`src/rtl/pipe_ctrl.sv`:
```
// Pipeline sequencer for the RV32I core: stall/flush for load-use, taken jumps and multi-cycle ops.
// Optional PIPE_CTRL_PERF_EN adds saturating stall-cycle and jump counters with a synchronous clear.
module pipe_ctrl #(
  parameter int FLUSH_DEPTH = 1,
  parameter int MC_TIMEOUT  = 64,
  parameter int CNT_W       = 16
) (
  input  logic             clk,
  input  logic             rst,
  input  logic             jump_en_i,
  input  logic [31:0]      jump_addr_i,
  input  logic             ex_is_load_i,
  input  logic             ex_reg_wen_i,
  input  logic [4:0]       ex_rd_addr_i,
  input  logic [4:0]       id_rs1_addr_i,
  input  logic [4:0]       id_rs2_addr_i,
  input  logic             id_rs1_ren_i,
  input  logic             id_rs2_ren_i,
  input  logic             mc_start_i,
  input  logic             mc_done_i,
  output logic             jump_en_o,
  output logic [31:0]      jump_addr_o,
  output logic             stall_pc_o,
  output logic             stall_if_id_o,
  output logic             stall_id_ex_o,
  output logic             flush_if_id_o,
  output logic             flush_id_ex_o,
  output logic             mc_abort_o,
  output logic             busy_o,
`ifdef PIPE_CTRL_PERF_EN
  input  logic             perf_clr_i,
  output logic [CNT_W-1:0] perf_stall_cyc_o,
  output logic [CNT_W-1:0] perf_flush_cnt_o,
`endif
  output logic [1:0]       dbg_state_o
);

  typedef enum logic [1:0] {S_RUN = 2'd0, S_FLUSH = 2'd1, S_MC_WAIT = 2'd2} state_t;

  localparam logic [3:0]       FD_RELOAD = 4'(FLUSH_DEPTH - 1);
  localparam logic [CNT_W-1:0] MC_LAST   = CNT_W'(MC_TIMEOUT - 1);
  localparam logic [CNT_W-1:0] CNT_ONE   = {{(CNT_W-1){1'b0}}, 1'b1};

  state_t           state_q, state_d;
  logic [3:0]       fcnt_q, fcnt_d;
  logic [CNT_W-1:0] mcnt_q, mcnt_d;

  logic        load_use;
  logic        jump_en;
  logic [31:0] jump_addr;
  logic        stall_front;
  logic        stall_idex;
  logic        flush_ifid;
  logic        flush_idex;
  logic        abort;

  assign load_use = ex_is_load_i & ex_reg_wen_i & (ex_rd_addr_i != 5'd0) &
                    ((id_rs1_ren_i & (id_rs1_addr_i == ex_rd_addr_i)) |
                     (id_rs2_ren_i & (id_rs2_addr_i == ex_rd_addr_i)));

  always_ff @(posedge clk or posedge rst) begin
    if (rst) begin
      state_q <= S_RUN;
      fcnt_q  <= 4'd0;
      mcnt_q  <= '0;
    end else begin
      state_q <= state_d;
      fcnt_q  <= fcnt_d;
      mcnt_q  <= mcnt_d;
    end
  end

  always_comb begin
    state_d     = state_q;
    fcnt_d      = fcnt_q;
    mcnt_d      = mcnt_q;
    jump_en     = 1'b0;
    jump_addr   = 32'd0;
    stall_front = 1'b0;
    stall_idex  = 1'b0;
    flush_ifid  = 1'b0;
    flush_idex  = 1'b0;
    abort       = 1'b0;
    case (state_q)
      S_RUN: begin
        if (jump_en_i) begin
          jump_en    = 1'b1;
          jump_addr  = jump_addr_i;
          flush_ifid = 1'b1;
          flush_idex = 1'b1;
          if (FLUSH_DEPTH > 1) begin
            state_d = S_FLUSH;
            fcnt_d  = FD_RELOAD;
          end
        end else if (mc_start_i) begin
          state_d = S_MC_WAIT;
          mcnt_d  = '0;
        end else if (load_use) begin
          stall_front = 1'b1;
          flush_idex  = 1'b1;
        end
      end
      S_FLUSH: begin
        flush_ifid = 1'b1;
        flush_idex = 1'b1;
        if (jump_en_i) begin
          jump_en   = 1'b1;
          jump_addr = jump_addr_i;
          fcnt_d    = FD_RELOAD;
        end else if (fcnt_q <= 4'd1) begin
          state_d = S_RUN;
          fcnt_d  = 4'd0;
        end else begin
          fcnt_d = fcnt_q - 4'd1;
        end
      end
      S_MC_WAIT: begin
        // Done wins over timeout when both land in the same cycle.
        if (mc_done_i) begin
          state_d = S_RUN;
          mcnt_d  = '0;
        end else if (mcnt_q == MC_LAST) begin
          abort      = 1'b1;
          flush_idex = 1'b1;
          state_d    = S_RUN;
          mcnt_d     = '0;
        end else begin
          stall_front = 1'b1;
          stall_idex  = 1'b1;
          if (mcnt_q != '1) mcnt_d = mcnt_q + CNT_ONE;
        end
      end
      default: begin
        state_d = S_RUN;
        fcnt_d  = 4'd0;
        mcnt_d  = '0;
      end
    endcase
  end

  // Outputs are forced low while reset is held, even with live inputs.
  assign jump_en_o     = ~rst & jump_en;
  assign jump_addr_o   = rst ? 32'd0 : jump_addr;
  assign stall_pc_o    = ~rst & stall_front;
  assign stall_if_id_o = ~rst & stall_front & ~flush_ifid;
  assign stall_id_ex_o = ~rst & stall_idex & ~flush_idex;
  assign flush_if_id_o = ~rst & flush_ifid;
  assign flush_id_ex_o = ~rst & flush_idex;
  assign mc_abort_o    = ~rst & abort;
  assign busy_o        = ~rst & (state_q != S_RUN);
  assign dbg_state_o   = state_q;

`ifdef PIPE_CTRL_PERF_EN
  logic [CNT_W-1:0] perf_stall_q;
  logic [CNT_W-1:0] perf_flush_q;

  always_ff @(posedge clk or posedge rst) begin
    if (rst) begin
      perf_stall_q <= '0;
      perf_flush_q <= '0;
    end else if (perf_clr_i) begin
      perf_stall_q <= '0;
      perf_flush_q <= '0;
    end else begin
      if (stall_pc_o && perf_stall_q != '1) perf_stall_q <= perf_stall_q + CNT_ONE;
      if (jump_en_o && perf_flush_q != '1) perf_flush_q <= perf_flush_q + CNT_ONE;
    end
  end

  assign perf_stall_cyc_o = perf_stall_q;
  assign perf_flush_cnt_o = perf_flush_q;
`endif

endmodule

```
`config.mk`:
```
export PLATFORM = sky130hd
export DESIGN_NAME = pipe_ctrl
export DESIGN_NICKNAME = d
export VERILOG_FILES = /design/src/rtl/pipe_ctrl.sv
export SDC_FILE = /design/constraint.sdc
export NUM_CORES = 1
export LEC_CHECK = 0
export BUFFER_PORTS_ARGS = -buffer_cell sky130_fd_sc_hd__buf_4
export CORE_MARGIN = 3
export CORE_UTILIZATION = 40
export CTS_CLUSTER_DIAMETER = 30
export DETAILED_ROUTE_END_ITERATION = 7
export MAX_ROUTING_LAYER = met4
export PLACE_DENSITY = 0.79
export SETUP_SLACK_MARGIN = 0.5
export SLEW_MARGIN = 15
export SYNTH_ARGS = -nofsm -noshare
export SYNTH_HDL_FRONTEND = slang
export SYNTH_SLANG_ARGS = --single-unit
```
`constraint.sdc`:
```
create_clock -name clk -period 3.31 [get_ports clk]
set_input_delay 0.662 -clock clk [delete_from_list [all_inputs] [get_ports clk]]
set_output_delay 0.662 -clock clk [all_outputs]
set_load 0.05 [all_outputs]
```
==> Word level (Yosys, flattened, before mapping) <==
Cells that the tools add are included.
{ "totals": {"register_bits": 22, "input_bits": 56, "output_inout_bits": 42, "wordCells": 78} }
{ "classes": {"n_addsub": 2, "order_cmp": 1, "eq_ne": 12, "muxes": 34, "bitwise_logic": 19, "reduce_logical": 7} }
{ "op_table": {"columns": ["op", "n"], "rows": [
  ["2-to-1 mux 32 bit", 3],
  ["2-to-1 mux 16 bit", 5],
  ["case mux 16 bit (3 select lines)", 1],
  ["adder 16 x 1 -> 16 bit, second input constant", 1],
  ["== test 16 x 6 -> 1 bit, second input constant", 1],
  ["!= test 16 bit, second input constant", 1],
  ["bitwise AND 1 bit", 14],
  ["2-to-1 mux 1 bit", 12],
  ["2-to-1 mux 2 bit", 6],
  ["== test 5 bit", 2],
  ["2-to-1 mux 4 bit", 2],
  ["!= test 2 bit, second input constant", 4],
  ["case mux 4 bit (2 select lines)", 1],
  ["case mux 2 bit (3 select lines)", 1],
  ["AND reduction 5 bit", 1],
  ["nonzero test 5 bit", 1],
  ["less-or-equal comparator 4 x 1 -> 1 bit, second input constant", 1],
  ["!= test 4 bit, second input constant", 1],
  ["inverter 1 bit", 4],
  ["case mux 1 bit (2 select lines)", 2],
  ["AND reduction 4 bit", 1],
  ["OR reduction 2 bit", 2],
  ["subtractor 4 x 1 -> 4 bit, second input constant", 1],
  ["!= test 3 bit, second input constant", 1],
  ["6 further kinds", 6]
]} }

==> Longest topological paths before layout <==
Gate-level depths: netlist (run 1).
{ "depth": {"ltp_word": 10, "depth_mapped": 7, "depth_no_buf": 6} }

==> Worst setup path before layout (run 1) <==
Ideal clock, no wire load.
{ "synth_timing": {"kind": "register -> output", "start": "register mcnt_q[0]", "end": "output flush_id_ex_o", "t_arrival_ns": 2.283, "t_required_ns": 2.648, "path_slack_ns": 0.365, "path_stages_with_launch": 6, "n_path_buf": 0, "path_cell_list": "dfrtp_1 -> ha_1 -> nor4bb_1 -> and4_1 -> a31oi_1 -> o21ai_0"} }
{ "synth_between": {"elab_chain_cells": 5} }
{ "synth_lines": {"columns": ["item", "line", "rtl"], "rows": [
  ["from (decl)", "46", "logic [CNT_W-1:0] mcnt_q, mcnt_d;"],
  ["from (signal assigned)", "69", "mcnt_q <= mcnt_d;"],
  ["== test 16 x 6 -> 1 bit", "122", "end else if (mcnt_q == MC_LAST) begin"],
  ["2-to-1 mux 1 bit", "122", null],
  ["2-to-1 mux 1 bit", "119", "if (mc_done_i) begin"],
  ["case mux 1 bit (3 select lines)", "84", "case (state_q)"],
  ["bitwise AND 1 bit", "148", "assign flush_id_ex_o = ~rst & flush_idex;"],
  ["to (decl)", "27", "output logic flush_id_ex_o,"]
]} }
Every way passes these cells.

==> Worst setup path after layout (run 1) <==
{ "layout_timing": {"start": "register mcnt_q[0]", "end": "output stall_pc_o"} }
{ "layout_between": {"elab_chain_cells": 5} }
{ "layout_lines": {"columns": ["item", "line", "rtl"], "rows": [
  ["== test 16 x 6 -> 1 bit", "122", null],
  ["2-to-1 mux 1 bit", "122", null],
  ["2-to-1 mux 1 bit", "119", null],
  ["case mux 1 bit (2 select lines)", "84", null],
  ["bitwise AND 1 bit", "144", "assign stall_pc_o = ~rst & stall_front;"],
  ["to (decl)", "23", "output logic stall_pc_o,"]
]} }
Every way passes these cells.

==> metrics.md, run 1 <==
| Metric | Value |
|---|---|
| Root Driver | `clkbuf_4` |
| M3 GR Usage | `4.93%` |
| Setup tns final | `0 ns` |
| Comb power frac | `60.2%` |
| Leakage power total | `1.16 nW` |
| FF-to-FF Start | `mcnt_q[0]` |
| DRC viols | `0` |
| Capture point of the worst reg-to-reg path | `mcnt_q[9]` |
| Post-CTS Repair Setup Buffers | `0` |
| Slew @ Worst Pin | `0.728 ns` |
| Multi-input logic area | `966 µm²` |
| FFs w/ async S/R, synth | `100%` |
| CP Launch Type | `flop` |
| Setup crit end | `stall_pc_o` |
| Initial Util | `42.5%` |
| Met2 usage | `39.9%` |
| Cts bufs inserted | `3` |
| R2r setup slk | `1.38 ns` |
| Synth unique cells | `45` |
| Ys Warns | `0` |
| Initial DRC count | `85` |
| Final hold vios | `0` |
| Gate Count Post-Synth | `178` |
| DIE AREA | `4390 µm²` |
| Final nets | `326` |
| Crit. End Element | `output pin` |
| H-tree depth | `1` |
| Pwr Density | `413 nW/µm²` |
| Routability congestion estimate | `0.961` |
| Path depth of the worst reg2reg path | `6` |
| Routed len/inst | `15.5 µm` |
| Drt pass-1 iters | `4` |
| Vias per std cell | `5.41` |
| Clock share of power | `12.3%` |
| I/O pins | `98` |
| Site Rows | `21` |
| CP Class | `flop to output pin` |
| Status | `complete, no violations` |
| Clock Skews | `0.00227 ns` |
| First-pass GRT wire length | `7320 µm` |
| Die height | `66.3 µm` |
| Detailed placement HPWL | `3850 µm` |
| Max-slew headroom | `51.4%` |
| Critical Path Start | `mcnt_q[0]` |
| CP arrival | `2.04 ns` |
| Predominant post-synthesis flop cell | `dfrtp_1` |
| Core area | `3420 µm²` |
| Area delta synth->final | `53.5%` |
| Slew Viols, Final | `0` |
| Critical path required time | `2.65 ns` |
| Switch Pwr | `0.452 mW` |
| Design area | `2230 µm²` |
| Crit-path max FO | `10` |
| Final min period | `2.70 ns` |
| Layout cells sized above 1 | `43.3%` |
| GR peak layer | `met2` |
| Sw Ratio | `49.1%` |
| Max clock buf depth | `2` |
| Grt ovf | `0` |
| Fin crit share | `81.5%` |
| Gr usage total | `21.8%` |
| Final setup viols | `0` |
| Met1 Track Usage GR | `24.0%` |
| Placed cell areas | `2200 µm²` |
| Sequential element share of the synthesized area | `29.3%` |
| Die X | `66.3 µm` |
| Clock latency on the worst-skew pair | `0.29 ns` |
| Post-DRT Antenna Nets | `0` |
| Internal | `0.469 mW` |
| FILL cells | `307` |
| Final wirelength | `4860 µm` |
| Cell Area, Synth | `1450 µm²` |
| Sequential share of power | `27.5%` |
| Vias in the first global route | `1550` |
| RSZ-0062 raised after global routing | `false` |
| Reg area | `425 µm²` |
| Initial antenna violation count | `0` |
| I/O Buffers | `96` |
| Avg Inst Size Synth | `8.16 µm²` |
| HP Class | `input port to asynchronous set/reset pin` |
| Synthesized Nets | `235` |
| Fmax | `370 MHz` |
| Max cap viols | `0` |
| Worst VDD drop | `346 µV` |
| Clk sinks | `17` |
| Number of flops mapped to enable cells by yosys | `0` |
| Largest net degree at the start of global routing | `37` |
| CTS tree | `done` |
| Via count | `1700` |
| ANT cells | `0` |
| Clock transition at path regs | `0.10 ns` |
| Synth Register Bits | `17` |
==> cells by family (layout without fill, tap and decap cells) <==
family                     after synthesis  in the layout  share of synthesized area [%]
xor gates and xnor gates                16             16                           9.65
adders and majority gates                1              1                          0.861
DFF                                     17             17                           29.3
other                                    1              1                          0.258
AOI/OAI and AO/OA                       29             29                           13.2
and+or+nand+nor                         97             97                           41.1
buffers and inverters                   16            106                           5.00
muxes                                    1              1                          0.689
==> cell usage after synthesis (4+ instances only) <==
library cell	n	area share, %
xnor2_1	16	9.6
nand3_1	9	3.1
nand2_1	7	1.8
nor2_1	12	3.1
nor3_1	6	2.1
nand4_1	5	2.2
clkbuf_1	9	2.3
dfrtp_1	17	29
nor4_1	4	1.7
and3_1	33	14
a21oi_1	8	2.8
==> cell type report <==
type | instances | share of cell area, %
inverters | 3 | 0.505
flip-flops and latches | 17 | 19.1
repair buffers | 99 | 33.3
well taps | 46 | 2.58
multi-input cells | 145 | 43.3
clock buffers | 4 | 1.18
==> cells in the final DEF, fill, tap and decap left out, types with 2 or more instances in the layout <==
cell,synthesis,routed
nor4b_1,2,2
o21ai_1,1,2
a31o_2,3,3
xnor2_1,16,16
nand4_1,5,5
a41oi_1,2,2
o22ai_1,3,3
o21ai_0,3,2
nor3_1,6,6
a21oi_1,8,8
nand2_1,7,7
nor4_1,4,4
clkbuf_4,0,3
nor2_1,12,12
inv_1,3,3
dfrtp_1,17,17
and3_1,33,33
a31oi_1,2,2
nand3_1,9,9
nor2b_1,3,3
or2_2,2,2
buf_4,3,99
o21a_1,2,2
==> worst min path at each step <==
stage | from | endpoint | slack (ns) | depth (start not counted)
after floorplan | mcnt_q[1] | mcnt_q[1] | 0.49 | 1
after global placement | mcnt_q[1] | mcnt_q[1] | 0.51 | 1
after detailed placement | mcnt_q[1] | mcnt_q[1] | 0.51 | 1
after CTS | mcnt_q[1] | mcnt_q[1] | 0.53 | 1
after global routing | mcnt_q[1] | mcnt_q[1] | 0.55 | 1
final | rst | dbg_state_o[1] | 0.53 | 2
==> critical path, cell delays in order (launching register included) <==
cell      delay (ns)
dfrtp_1         0.42
ha_2            0.22
nor4bb_1        0.14
and4_2          0.28
or2_4           0.29
o22ai_1         0.17
buf_4           0.22
==> power groups by stage <==
stage	registers (mW)	logic [mW]	clock network [mW]
after detailed placement	0.256	0.550	0
after global placement	0.255	0.548	0
after global routing	0.257	0.590	0.123
final	0.253	0.554	0.113
after floorplan	0.272	0.368	0
after CTS	0.252	0.554	0.113
==> sequential cells by signal (all words and copies together) (netlist names) <==
register	count
mcnt_q	16
dbg_state_o	1
==> through the flow <==
step | setup slack (ns) | instances | hold WS (ns) | util [%] | power [mW]
6_report | 0.611 | 314 | 0.530 | 65.3 | 0.921
3_5_place_dp | 0.757 | 310 | 0.511 | 64.3 | 0.806
3_3_place_gp | 0.790 | 310 | 0.510 | 64.3 | 0.803
4_1_cts | 0.593 | 314 | 0.534 | 65.2 | 0.920
2_1_floorplan | 0.520 | 178 | 0.492 | - | 0.640
5_1_grt | 0.524 | 314 | 0.552 | 65.3 | 0.969
==> routing by layer <==
layer,routed length (µm),up-vias
met1,1850,779
met4,46,0
li1,-,838
met3,461,8
met5,0,-
met2,2510,75
==> what timing repair did <==
action	in CTS	in global routing
resized for setup	1	2
pin swaps	0	0
hold buffers	0	0
endpoints found under the setup margin	2	2
Power figures use the tool's default switching activity.
==> run 2: changes to the inputs <==
--- a/config.mk
+++ b/config.mk
@@ -7,7 +7,7 @@
 export LEC_CHECK = 0
 export BUFFER_PORTS_ARGS = -buffer_cell sky130_fd_sc_hd__buf_4
 export CORE_MARGIN = 3
-export CORE_UTILIZATION = 40
+export CORE_UTILIZATION = 38
 export CTS_CLUSTER_DIAMETER = 30
 export DETAILED_ROUTE_END_ITERATION = 7
 export MAX_ROUTING_LAYER = met4
==> constraint.sdc (replaced) <==
create_clock -name clk -period 2.4 [get_ports clk]
set_input_delay 0.48 -clock clk [delete_from_list [all_inputs] [get_ports clk]]
set_output_delay 0.48 -clock clk [all_outputs]
set_load 0.05 [all_outputs]
==> run 2 against run 1 <==
Effect of this change: global-route usage rose by 2.2 points; clock power rose by 94%; wire length rose by 42%; combinational power rose by 110%; sequential share of layout area fell by 4.8 points; critical path depth fell by 1; register-to-register slack got worse by 0.95 ns; first-iteration DRC count rose by 52%; count of clock-buffer cells in the layout did not move; sequential power rose by 36%; cell area rose by 35%; non-clock buffer count rose by 25; critical endpoint is now flush_id_ex_o; largest cell class is now non-clock buffers; largest power group unchanged.
==> metrics.md, run 2 (synthesis results as in run 1) <==
| Metric | Value |
|---|---|
| Status | `complete, no violations` |
| Max cap viols | `0 (unchanged)` |
| Root Driver | `clkbuf_8` |
| Crit. End Element | `output pin` |
| Fmax | `442 MHz` |
| Most common cell after layout, fill and taps aside | `buf_4` |
| Leakage power total | `1.35 nW (+17%)` |
| Final setup viols | `0 (unchanged)` |
| Grt ovf | `0 (unchanged)` |
| R2r setup slk | `0.43 ns (-0.95 ns)` |
| Max clock buf depth | `2 (unchanged)` |
| Via count | `1923 (+13%)` |
| Initial DRC count | `129 (+52%)` |
| Clk sinks | `17 (unchanged)` |
| Clock Skews | `0.000603 ns (-0.00167 ns)` |
| Fin crit share | `94.2%` |
| Switch Pwr | `0.767 mW (+70%)` |
| CTS tree | `done` |
| Site Rows | `21 (unchanged)` |
| Worst VDD drop | `415 µV (+20%)` |
| Final nets | `351 (+7.7%)` |
| I/O Buffers | `96 (unchanged)` |
| Post-route insts no fill | `339 (+8.0%)` |
| Path depth of the worst reg2reg path | `9 (+3)` |
| RSZ-0062 raised after global routing | `true` |
| Final min period | `2.26 ns` |
| Routability congestion estimate | `0.930 (-3.2%)` |
| Capture point of the worst reg-to-reg path | `mcnt_q[11]` |
| Vias in the first global route | `1618 (+4.4%)` |
| FF-to-FF Start | `mcnt_q[1]` |
| ANT cells | `0 (unchanged)` |
| CP Class | `flop to output pin` |
| DIE AREA | `4600 µm² (+4.8%)` |
| Slew @ Worst Pin | `0.751 ns (+0.0227 ns)` |
| Placed insts | `315 (+1.6%)` |
| Largest net degree at the start of global routing | `34 (-8.1%)` |
| Sequential share of power | `19.7% (-7.8 points)` |
| Pwr Density | `581 nW/µm² (+41%)` |
| DRC viols | `0 (unchanged)` |
| Die X | `67.8 µm (+2.4%)` |
| Final wirelength | `6890 µm (+42%)` |
| Routed len/inst | `20.3 µm (+31%)` |
| Comb power frac | `67.8% (+7.6 points)` |
| Initial antenna violation count | `0 (unchanged)` |
| Post-DRT Antenna Nets | `0 (unchanged)` |
| Critical path required time | `1.92 ns (-0.73 ns)` |
| Crit-path max FO | `5 (-5)` |
| Sw Ratio | `43.8% (-5.3 points)` |
| Cts bufs inserted | `3 (unchanged)` |
| H-tree depth | `1 (unchanged)` |
| Max reg flops | `16 (unchanged)` |
| Post-CTS Hold Fix Bufs | `0 (unchanged)` |
| Clock transition at path regs | `0.06 ns (-0.04 ns)` |
| Slew Viols, Final | `0 (unchanged)` |
| I/O pins | `98 (unchanged)` |
| Clock latency on the worst-skew pair | `0.26 ns (-0.03 ns)` |
| Clock share of power | `12.5% (+0.2 points)` |
| Detailed placement HPWL | `4040 µm (+5.0%)` |
| Internal | `0.985 mW (+110%)` |
| Most frequent cells in the layout | `75 x buf_4, 31 x buf_8, 27 x and3_4` |
| Max-slew headroom | `49.8% (-1.6 points)` |
| Area delta synth->final | `108%` |
| CP arrival | `1.78 ns (-0.26 ns)` |
| Top reg by flops | `mcnt_q` |
| Layout cells sized above 1 | `65.5% (+22 points)` |
| CP Launch Type | `flop` |
| First-pass GRT wire length | `8090 µm (+10%)` |
| Die height | `67.8 µm (+2.4%)` |
| Setup tns final | `0 ns (unchanged)` |
| Gr usage total | `24.1% (+2.2 points)` |
| Vias per std cell | `5.67 (+4.8%)` |
| HP Class | `input port to asynchronous set/reset pin` |
| Core area | `3490 µm² (+2.3%)` |
| Final hold vios | `0 (unchanged)` |
| Initial Util | `41.6% (-0.96 points)` |
| Drt pass-1 iters | `4 (unchanged)` |
run 2: what timing repair did:
item                       in CTS  in global routing
gates cloned                    1                  3
setup buffers                   8                  8
gates resized for setup        28                 98
setup endpoints to repair      44                 47
pin swaps                       1                 32
run 2: cell type report:
class,instances,area (µm²)
repair buffers,124,1270
multi-input cells,145,1200
fillers,165,479
flip-flops and latches,17,432
well taps,46,57.6
clock buffers,4,45.0
inverters,3,11.3
run 2: worst max-delay path by stage:
stage | depth (start not counted) | slack (ns) | endpoint | startpoint
floorplan | 3 | 0.18 | flush_id_ex_o | ex_rd_addr_i[1]
global placement | 6 | 0.20 | stall_pc_o | ex_rd_addr_i[1]
detailed placement | 6 | 0.20 | stall_if_id_o | ex_rd_addr_i[1]
CTS | 6 | 0.19 | stall_if_id_o | mcnt_q[1]
global route | 6 | 0.11 | flush_id_ex_o | mcnt_q[1]
finish | 5 | 0.14 | flush_id_ex_o | mcnt_q[8]
run 2: critical path, stage by stage (launching register included):
cell and delay, ns:
dfrtp_2 0.45, nor4_2 0.34, and4_4 0.29, a31oi_1 0.12, o21ai_2 0.14, buf_6 0.17
run 2: routing by layer:
metal	share of wire [%]	track usage (%)
met3	10	5.75
met5	0	-
met4	3.7	6.70
met2	49	43.0
met1	37	26.7
run 2: metrics by stage:
stage | utilization [%] | setup WS (ns) | instance area, µm² | hold slack, ns | total power [mW]
3_3_place_gp | 66.2 | 0.204 | 2310 | 0.515 | 1.15
4_1_cts | 72.2 | 0.187 | 2520 | 0.355 | 1.45
2_1_floorplan | - | 0.182 | 1540 | 0.499 | 0.916
3_5_place_dp | 66.2 | 0.197 | 2310 | 0.518 | 1.15
6_report | 86.3 | 0.140 | 3020 | 0.356 | 1.75
5_1_grt | 86.3 | 0.111 | 3020 | 0.374 | 1.81
run 2: power groups by stage:
| stage | Combinational, mW | Clock [mW] | Sequential [mW] |
|---|---|---|---|
| finish | 1.19 | 0.219 | 0.345 |
| global route | 1.24 | 0.230 | 0.347 |
| CTS | 0.886 | 0.219 | 0.347 |
| detailed placement | 0.795 | 0 | 0.357 |
| global placement | 0.793 | 0 | 0.356 |
| floorplan | 0.537 | 0 | 0.379 |
